$ cat config.mk
export PLATFORM = sky130hd
export DESIGN_NAME = freq_generator_flat
export DESIGN_NICKNAME = d
export VERILOG_FILES = /design/src/rtl/freq_gen_pkg.sv /design/src/rtl/freq_generator_if.sv /design/src/rtl/freq_gen_cfg_shadow.sv /design/src/rtl/freq_generator.sv /design/src/flat_wrapper.sv
export SDC_FILE = /design/constraint.sdc
export NUM_CORES = 1
export LEC_CHECK = 0
export CORE_MARGIN = 3
export CORE_UTILIZATION = 40
export CTS_BUF_LIST = sky130_fd_sc_hd__clkbuf_4 sky130_fd_sc_hd__clkbuf_8
export DETAILED_ROUTE_END_ITERATION = 7
export GPL_TIMING_DRIVEN = 0
export PLACE_DENSITY = 0.6
export SLEW_MARGIN = 20
export SYNTH_ARGS = -nofsm -noshare
export SYNTH_HDL_FRONTEND = slang
export SYNTH_SLANG_ARGS = --single-unit
$ cat constraint.sdc
create_clock -name Clk -period 3.8 [get_ports Clk]
set_input_delay 0.57 -clock Clk [delete_from_list [all_inputs] [get_ports Clk]]
set_output_delay 0.57 -clock Clk [all_outputs]
set_load 0.01 [all_outputs]
$ cat src/rtl/freq_gen_pkg.sv
// Shared types and constants for the freq_generator block.
// Optional duty-cycle programming is enabled with the FREQGEN_DUTY_EN macro.
package freq_gen_pkg;

  // Default widths and limits; modules re-expose these as parameters.
  localparam int FG_WIDTH_DEF      = 32;
  localparam int FG_MIN_PERIOD_DEF = 2;

  // Main waveform state machine encoding.
  typedef enum logic [1:0] {
    IDLE = 2'd0,
    HIGH = 2'd1,
    LOW  = 2'd2
  } fg_state_t;

  // Unsigned clamp of v into [lo, hi]. Callers zero-extend narrower
  // fields to 64 bits and truncate the result back to their own width.
  function automatic logic [63:0] fg_clamp(input logic [63:0] v,
                                           input logic [63:0] lo,
                                           input logic [63:0] hi);
    logic [63:0] r;
    r = v;
    if (v < lo) begin
      r = lo;
    end else if (v > hi) begin
      r = hi;
    end
    return r;
  endfunction

endpackage

$ cat src/rtl/freq_generator_if.sv
// Configuration channel of freq_generator.
// Handshake: a transfer happens on a rising Clk edge where Cfg_Valid and
// Cfg_Ready are both 1. The master holds Cfg_Period (and Cfg_High) stable
// while Cfg_Valid is 1; Cfg_Ready does not depend on Cfg_Valid.
// Cfg_High exists only when FREQGEN_DUTY_EN is defined.
interface freq_generator_if #(
  parameter int WIDTH = freq_gen_pkg::FG_WIDTH_DEF
);

  logic             Cfg_Valid;
  logic             Cfg_Ready;
  logic [WIDTH-1:0] Cfg_Period;
`ifdef FREQGEN_DUTY_EN
  logic [WIDTH-1:0] Cfg_High;

  modport master (
    output Cfg_Valid,
    output Cfg_Period,
    output Cfg_High,
    input  Cfg_Ready
  );

  modport slave (
    input  Cfg_Valid,
    input  Cfg_Period,
    input  Cfg_High,
    output Cfg_Ready
  );
`else
  modport master (
    output Cfg_Valid,
    output Cfg_Period,
    input  Cfg_Ready
  );

  modport slave (
    input  Cfg_Valid,
    input  Cfg_Period,
    output Cfg_Ready
  );
`endif

endinterface

$ cat src/rtl/freq_gen_cfg_shadow.sv
// Configuration shadow for freq_generator: owns the valid/ready handshake,
// clamps the request at capture, holds it as pending and hands the applied
// period and high/low split to the waveform state machine on i_apply.
// With FREQGEN_DUTY_EN the high time is programmed; otherwise H = P>>1.
module freq_gen_cfg_shadow
  import freq_gen_pkg::*;
#(
  parameter int WIDTH      = FG_WIDTH_DEF,
  parameter int MIN_PERIOD = FG_MIN_PERIOD_DEF  // must be >= 2
) (
  input  logic             Clk,
  input  logic             Rst,
  freq_generator_if.slave  cfg,
  input  logic             i_apply,
  output logic             o_pending,
  output logic [WIDTH-1:0] o_act_p,
  output logic [WIDTH-1:0] o_act_h,
  output logic [WIDTH-1:0] o_act_l
);

  localparam logic [WIDTH-1:0] W_ONE = WIDTH'(1);
  localparam logic [63:0]      P_MAX = 64'({WIDTH{1'b1}});
  localparam logic [63:0]      P_MIN = 64'(MIN_PERIOD);

  logic             r_ready;
  logic             r_pending;
  logic [WIDTH-1:0] r_sh_p;
  logic [WIDTH-1:0] r_sh_h;
  logic [WIDTH-1:0] r_act_p;
  logic [WIDTH-1:0] r_act_h;
  logic [WIDTH-1:0] r_act_l;

  logic             w_xfer;
  logic [WIDTH-1:0] w_p;
  logic [WIDTH-1:0] w_h;

  assign w_xfer = cfg.Cfg_Valid & r_ready;

  // Period is clamped up to MIN_PERIOD as it is captured.
  assign w_p = WIDTH'(fg_clamp(64'(cfg.Cfg_Period), P_MIN, P_MAX));

`ifdef FREQGEN_DUTY_EN
  // Programmed high time, kept inside [1, P-1] so both phases exist.
  assign w_h = WIDTH'(fg_clamp(64'(cfg.Cfg_High), 64'd1, 64'(w_p - W_ONE)));
`else
  // Fixed split: high gets the floor half, low gets the rest.
  assign w_h = w_p >> 1;
`endif

  // Capture on transfer, move shadow to active on i_apply.
  // Ready is low exactly while a setting is pending, so capture and apply
  // can never coincide.
  always_ff @(posedge Clk) begin
    if (Rst) begin
      r_ready   <= 1'b1;
      r_pending <= 1'b0;
      r_sh_p    <= '0;
      r_sh_h    <= '0;
      r_act_p   <= '0;
      r_act_h   <= '0;
      r_act_l   <= '0;
    end else if (w_xfer) begin
      r_sh_p    <= w_p;
      r_sh_h    <= w_h;
      r_pending <= 1'b1;
      r_ready   <= 1'b0;
    end else if (i_apply && r_pending) begin
      r_act_p   <= r_sh_p;
      r_act_h   <= r_sh_h;
      r_act_l   <= r_sh_p - r_sh_h;
      r_pending <= 1'b0;
      r_ready   <= 1'b1;
    end
  end

  assign cfg.Cfg_Ready = r_ready;
  assign o_pending     = r_pending;
  assign o_act_p       = r_act_p;
  assign o_act_h       = r_act_h;
  assign o_act_l       = r_act_l;

endmodule

$ cat src/rtl/freq_generator.sv
// Programmable square-wave source: Fout runs at Clk / Active_Period with a
// high phase of H cycles and low phase of L cycles. New settings are taken
// only at period boundaries (or while idle), so no runt pulses appear.
// Optional feature macro: FREQGEN_DUTY_EN (programmable high time).
module freq_generator
  import freq_gen_pkg::*;
#(
  parameter int WIDTH      = FG_WIDTH_DEF,
  parameter int MIN_PERIOD = FG_MIN_PERIOD_DEF
) (
  input  logic             Clk,
  input  logic             Rst,
  input  logic             Enable,
  freq_generator_if.slave  cfg,
  output logic             Fout,
  output logic             Period_Start,
  output logic [WIDTH-1:0] Active_Period,
  output logic [31:0]      Cycle_Count,
  output fg_state_t        Dbg_State
);

  localparam logic [WIDTH-1:0] W_ONE = WIDTH'(1);

  fg_state_t        r_state;
  logic [WIDTH-1:0] r_cnt;
  logic             r_fout;
  logic             r_period_start;
  logic [31:0]      r_cycle_count;

  logic             w_pending;
  logic [WIDTH-1:0] w_act_p;
  logic [WIDTH-1:0] w_act_h;
  logic [WIDTH-1:0] w_act_l;
  logic             w_high_end;
  logic             w_boundary;
  logic             w_idle_go;
  logic             w_apply;

  freq_gen_cfg_shadow #(
    .WIDTH      (WIDTH),
    .MIN_PERIOD (MIN_PERIOD)
  ) u_shadow (
    .Clk       (Clk),
    .Rst       (Rst),
    .cfg       (cfg),
    .i_apply   (w_apply),
    .o_pending (w_pending),
    .o_act_p   (w_act_p),
    .o_act_h   (w_act_h),
    .o_act_l   (w_act_l)
  );

  // Last high cycle and last low cycle (the period boundary).
  assign w_high_end = (r_state == HIGH) && (r_cnt == w_act_h - W_ONE);
  assign w_boundary = (r_state == LOW)  && (r_cnt == w_act_l - W_ONE);

  // From IDLE we may start with a setting that is being applied this very
  // edge, so a pending setting counts as a usable period.
  assign w_idle_go  = Enable && (w_pending || (w_act_p != '0));

  // The shadow moves to active while idle or exactly at a boundary.
  assign w_apply    = w_pending && ((r_state == IDLE) || w_boundary);

  // Waveform state machine; Fout and Period_Start are registered here.
  always_ff @(posedge Clk) begin
    if (Rst) begin
      r_state        <= IDLE;
      r_cnt          <= '0;
      r_fout         <= 1'b0;
      r_period_start <= 1'b0;
      r_cycle_count  <= '0;
    end else begin
      r_period_start <= 1'b0;
      case (r_state)
        IDLE: begin
          r_fout <= 1'b0;
          r_cnt  <= '0;
          if (w_idle_go) begin
            r_state        <= HIGH;
            r_fout         <= 1'b1;
            r_period_start <= 1'b1;
            r_cycle_count  <= r_cycle_count + 32'd1;
          end
        end
        HIGH: begin
          if (w_high_end) begin
            r_state <= LOW;
            r_cnt   <= '0;
            r_fout  <= 1'b0;
          end else begin
            r_cnt   <= r_cnt + W_ONE;
          end
        end
        LOW: begin
          if (w_boundary) begin
            r_cnt <= '0;
            if (Enable) begin
              r_state        <= HIGH;
              r_fout         <= 1'b1;
              r_period_start <= 1'b1;
              r_cycle_count  <= r_cycle_count + 32'd1;
            end else begin
              r_state <= IDLE;
            end
          end else begin
            r_cnt <= r_cnt + W_ONE;
          end
        end
        default: begin
          r_state <= IDLE;
          r_cnt   <= '0;
          r_fout  <= 1'b0;
        end
      endcase
    end
  end

  assign Fout          = r_fout;
  assign Period_Start  = r_period_start;
  assign Active_Period = w_act_p;
  assign Cycle_Count   = r_cycle_count;
  assign Dbg_State     = r_state;

endmodule

$ cat src/flat_wrapper.sv
// flat-port wrapper written by rule: the top's interface ports become plain ports
module freq_generator_flat import freq_gen_pkg::*;
#(
  parameter int WIDTH      = FG_WIDTH_DEF,
  parameter int MIN_PERIOD = FG_MIN_PERIOD_DEF
)
  (Clk, Rst, Enable, Fout, Period_Start, Active_Period, Cycle_Count, Dbg_State, cfg_Cfg_Valid, cfg_Cfg_Period, cfg_Cfg_Ready);
  freq_generator_if #(.WIDTH(WIDTH)) cfg_i ();
  input  logic Clk;
  input  logic Rst;
  input  logic Enable;
  output logic Fout;
  output logic Period_Start;
  output logic [WIDTH-1:0] Active_Period;
  output logic [31:0] Cycle_Count;
  output fg_state_t Dbg_State;
  input wire logic [$bits(cfg_i.Cfg_Valid)-1:0] cfg_Cfg_Valid;
  input wire logic [$bits(cfg_i.Cfg_Period)-1:0] cfg_Cfg_Period;
  output wire logic [$bits(cfg_i.Cfg_Ready)-1:0] cfg_Cfg_Ready;
  assign cfg_i.Cfg_Valid = cfg_Cfg_Valid;
  assign cfg_i.Cfg_Period = cfg_Cfg_Period;
  assign cfg_Cfg_Ready = cfg_i.Cfg_Ready;
  freq_generator #(.WIDTH(WIDTH), .MIN_PERIOD(MIN_PERIOD)) u_core (.Clk(Clk), .Rst(Rst), .Enable(Enable), .cfg(cfg_i), .Fout(Fout), .Period_Start(Period_Start), .Active_Period(Active_Period), .Cycle_Count(Cycle_Count), .Dbg_State(Dbg_State));
endmodule
==> flow_metrics.py <==
metrics = {
    "cts": {
        "clkLatencyLatePin_ps": 480,
        "root_buffer": "clkbuf_8",
        "path_clk_slew_ps": 110,
        "cts_tree": "built",
        "cts_buffers": 17,
        "cts.sinks": 166,
        "ctsHoldBuffers": 0,
        "htreeDepth": 4,
        "clk_path_buf_depth": 2,
    },
    "detailed_routing": {
        "vias": 10000,
        "postRouteAntennaNets": 0,
        "avgRoutedWirePerCell_um": 17.7,
        "first_pass_iters": 7,
        "wl_mm": 31.9,
        "vias_per_cell": 5.57,
        "drt_iter0_drc": 717,
        "drc_errors": 0,
    },
    "hold_path": {
        "hold_path_class": "reg -> reg",
        "hold_end": "u_core.u_shadow.r_sh_p[14]$_SDFFE_PP0P_",
        "min_from": "u_core.u_shadow.r_sh_p[14]$_SDFFE_PP0P_",
        "whs_path_depth": 2,
    },
    "synthesis": {
        "synth.distinct_cells": 81,
        "ys_async_sr_fraction_pct": 0,
        "synthTopCellsByArea": "dfxtp_1, xnor2_1, nor2_1, mux2i_1, xor2_1",
        "synth_top_cell_area_share_pct": 31.0,
        "syn_avg_cell_area_um2": 8.12,
        "synth-edff-count": 0,
        "yosysTopAreaCell": "dfxtp_1",
        "syn_area_um2": 10700,
        "netlist_instances": 1321,
        "ys_ff_latch": 166,
        "synth-main-ff-cell": "dfxtp_1",
        "synth_seq_area_share_pct": 31.0,
        "syn_nets": 1397,
        "yosys_warnings": 0,
    },
    "cells_and_area": {
        "fin_nets": 1531,
        "seqCellArea_um2": 3330,
        "layout-drive-gt1-share_pct": 8.65,
        "fin_cells": 1803,
        "syn2layout_area_growth_pct": 20.5,
        "multi_input_area_um2": 7030,
        "diodes": 0,
        "final_common_cell": "nor2_1",
        "final_cell_mix": "nor2_1, dfxtp_1, clkdlybuf4s50_1, nand2_1, xnor2_1",
        "nFillCells": 2578,
    },
    "placed_design": {
        "placed_cells": 1760,
        "dp_hpwl_mm": 24.7,
        "place.gp.congestion": 0.908,
        "portBuffers": 104,
    },
    "setup_path": {
        "timing.rr.end": "u_core.Cycle_Count[18]$_SDFFE_PP0P_",
        "crit_type": "reg -> reg",
        "rrSetupSlack_ps": 180,
        "crit_path_end_kind": "flop",
        "start_kind": "flop",
        "crit_fanout": 9,
        "r2r_cells": 13,
        "required_ps": 4180,
        "cp.arrival_ps": 3990,
        "r2r-start": "u_core.u_shadow.o_act_l[8]$_SDFFE_PP0P_",
    },
    "sta": {
        "grt_setup_unrepaired": "false",
        "worstMarginPinSlew_ps": 704,
        "min_period_ps": 3620,
        "fmax_ghz": 0.276,
        "finalHoldViolCount": 0,
        "setup_viol": 0,
        "timing.final.crit_share_pct": 95.2,
        "max_slew_margin_pct": 52.6,
        "clock_skew_ps": 14.7,
        "final_max_slew_viol_count": 0,
    },
    "grt": {
        "grt_pass1_vias": 9385,
        "grtUsageTotal_pct": 21.9,
        "grt_first_pass_wirelength_mm": 50.6,
        "gr-total-overflow": 0,
        "antenna_found_initial": 0,
        "grt_max_degree": 18,
    },
    "floorplanning": {
        "die_w_um": 170,
        "initial_core_util_pct": 40.9,
        "die_area_um2": 28800,
        "row_count": 59,
        "core_um2": 26200,
        "die_h_um": 170,
        "io_pins": 105,
    },
    "power": {
        "peakVddDrop_mv": 0.232,
        "power.density_nw_per_um2": 470,
        "fin_total_pwr_uw": 6080,
        "p_leak_uw": 0.00482,
    },
    "outcome": {
        "outcome": "finished, final reports clean",
    },
    "run": {
        "maxCapViolCount": 0,
    },
}
==> cell type report <==
class / instances / share of cell area [%]
flip-flops and latches: 166 / 25.8
multi-input cells: 1027 / 54.4
clock inverters: 14 / 1.45
clock buffers: 18 / 1.92
inverters: 62 / 1.80
plain buffers: 62 / 2.52
well taps: 335 / 3.24
repair buffers: 119 / 8.93
==> registers in the layout (all words and copies together), names as in the netlist <==
signal,cells
u_core.r_cnt,32
u_core.u_shadow.o_pending,1
u_core.Fout,1
u_core.Period_Start,1
u_core.u_shadow.r_sh_h,1
u_core.u_shadow.cfg.Cfg_Ready,1
u_core.u_shadow.o_act_h,1
u_core.Cycle_Count,32
u_core.Dbg_State,2
u_core.u_shadow.o_act_p,31
u_core.u_shadow.o_act_l,32
u_core.u_shadow.r_sh_p,31
==> layer usage <==
layer / global-route usage (%) / up-vias / share of wire, % / routed length (µm)
li1: - / 4938 / - / -
met1: 30.6 / 4802 / 47 / 15100
met2: 34.5 / 260 / 45 / 14300
met3: 3.80 / 41 / 5.0 / 1600
met4: 7.36 / 0 / 2.7 / 863
met5: 0 / - / 0 / 0
==> how the worst max path moves through the flow <==
stage	from	to	slack, ps
after global placement	u_core.u_shadow.o_act_p[10]$_SDFFE_PP0P_	u_core.r_cnt[29]$_SDFF_PP0_	-890
after floorplan	u_core.u_shadow.o_act_l[7]$_SDFFE_PP0P_	u_core.Cycle_Count[18]$_SDFFE_PP0P_	480
after detailed placement	u_core.u_shadow.o_act_p[10]$_SDFFE_PP0P_	u_core.r_cnt[28]$_SDFF_PP0_	-960
after CTS	u_core.u_shadow.r_sh_p[2]$_SDFFE_PP0P_	u_core.u_shadow.o_act_l[31]$_SDFFE_PP0P_	5
final	u_core.u_shadow.o_act_l[8]$_SDFFE_PP0P_	u_core.Cycle_Count[18]$_SDFFE_PP0P_	180
after global routing	u_core.u_shadow.o_act_p[1]$_SDFFE_PP0P_	u_core.r_cnt[22]$_SDFF_PP0_	1
==> logic make-up after synthesis <==
group / count (synthesis) / share of synthesized area, %
AND/OR/NAND/NOR: 556 / 26.8
multiplexers: 75 / 7.14
AO/OA/AOI/OAI: 204 / 12.8
adder cells (fa/ha/maj): 40 / 4.74
XOR/XNOR: 152 / 12.4
flip-flops: 166 / 31.0
buffers and inverters: 128 / 5.16
==> metrics by stage <==
step	hold slack (ps)	setup TNS (ps)	utilization, %	setup slack [ps]	cell area, µm²
6_report	500	0	49.3	182	12900
5_1_grt	530	0	49.3	1.21	12900
4_1_cts	506	0	48.7	4.59	12800
3_5_place_dp	491	-64600	46.5	-961	12200
3_3_place_gp	487	-55720	46.5	-894	12200
2_1_floorplan	466	0	-	475	10700
==> synthesized netlist by cell type, types with 38 or more instances <==
cell type / count
a21oi_1: 63
clkbuf_1: 46
dfxtp_1: 166
ha_1: 39
inv_1: 62
mux2i_1: 69
nand2_1: 101
nand3_1: 38
nor2_1: 197
nor3_1: 42
xnor2_1: 92
xor2_1: 60
==> what timing repair did <==
item,CTS,global route
gates resized for setup,21,29
pin swaps,5,8
endpoints found under the setup margin,133,117
buffers inserted,5,10
==> worst max-delay path: stages (launching register included) <==
cell	delay [ps]
dfxtp_1	310
buf_2	180
nor4_4	280
buf_4	200
nand4b_4	170
nor4_4	240
nand4_2	160
a2111oi_2	390
nand3b_1	110
o41a_1	450
buf_6	180
and4bb_2	360
and3_1	180
mux2_1	310
==> where the power goes <==
group	total (µW)	leakage, µW	internal (µW)	switching (µW)
Combinational	2610	0.00325	1180	1430
Sequential	2040	0.00135	1850	193
Clock	1420	0.000220	638	784
No activity file was read; power rests on OpenSTA's default activity.
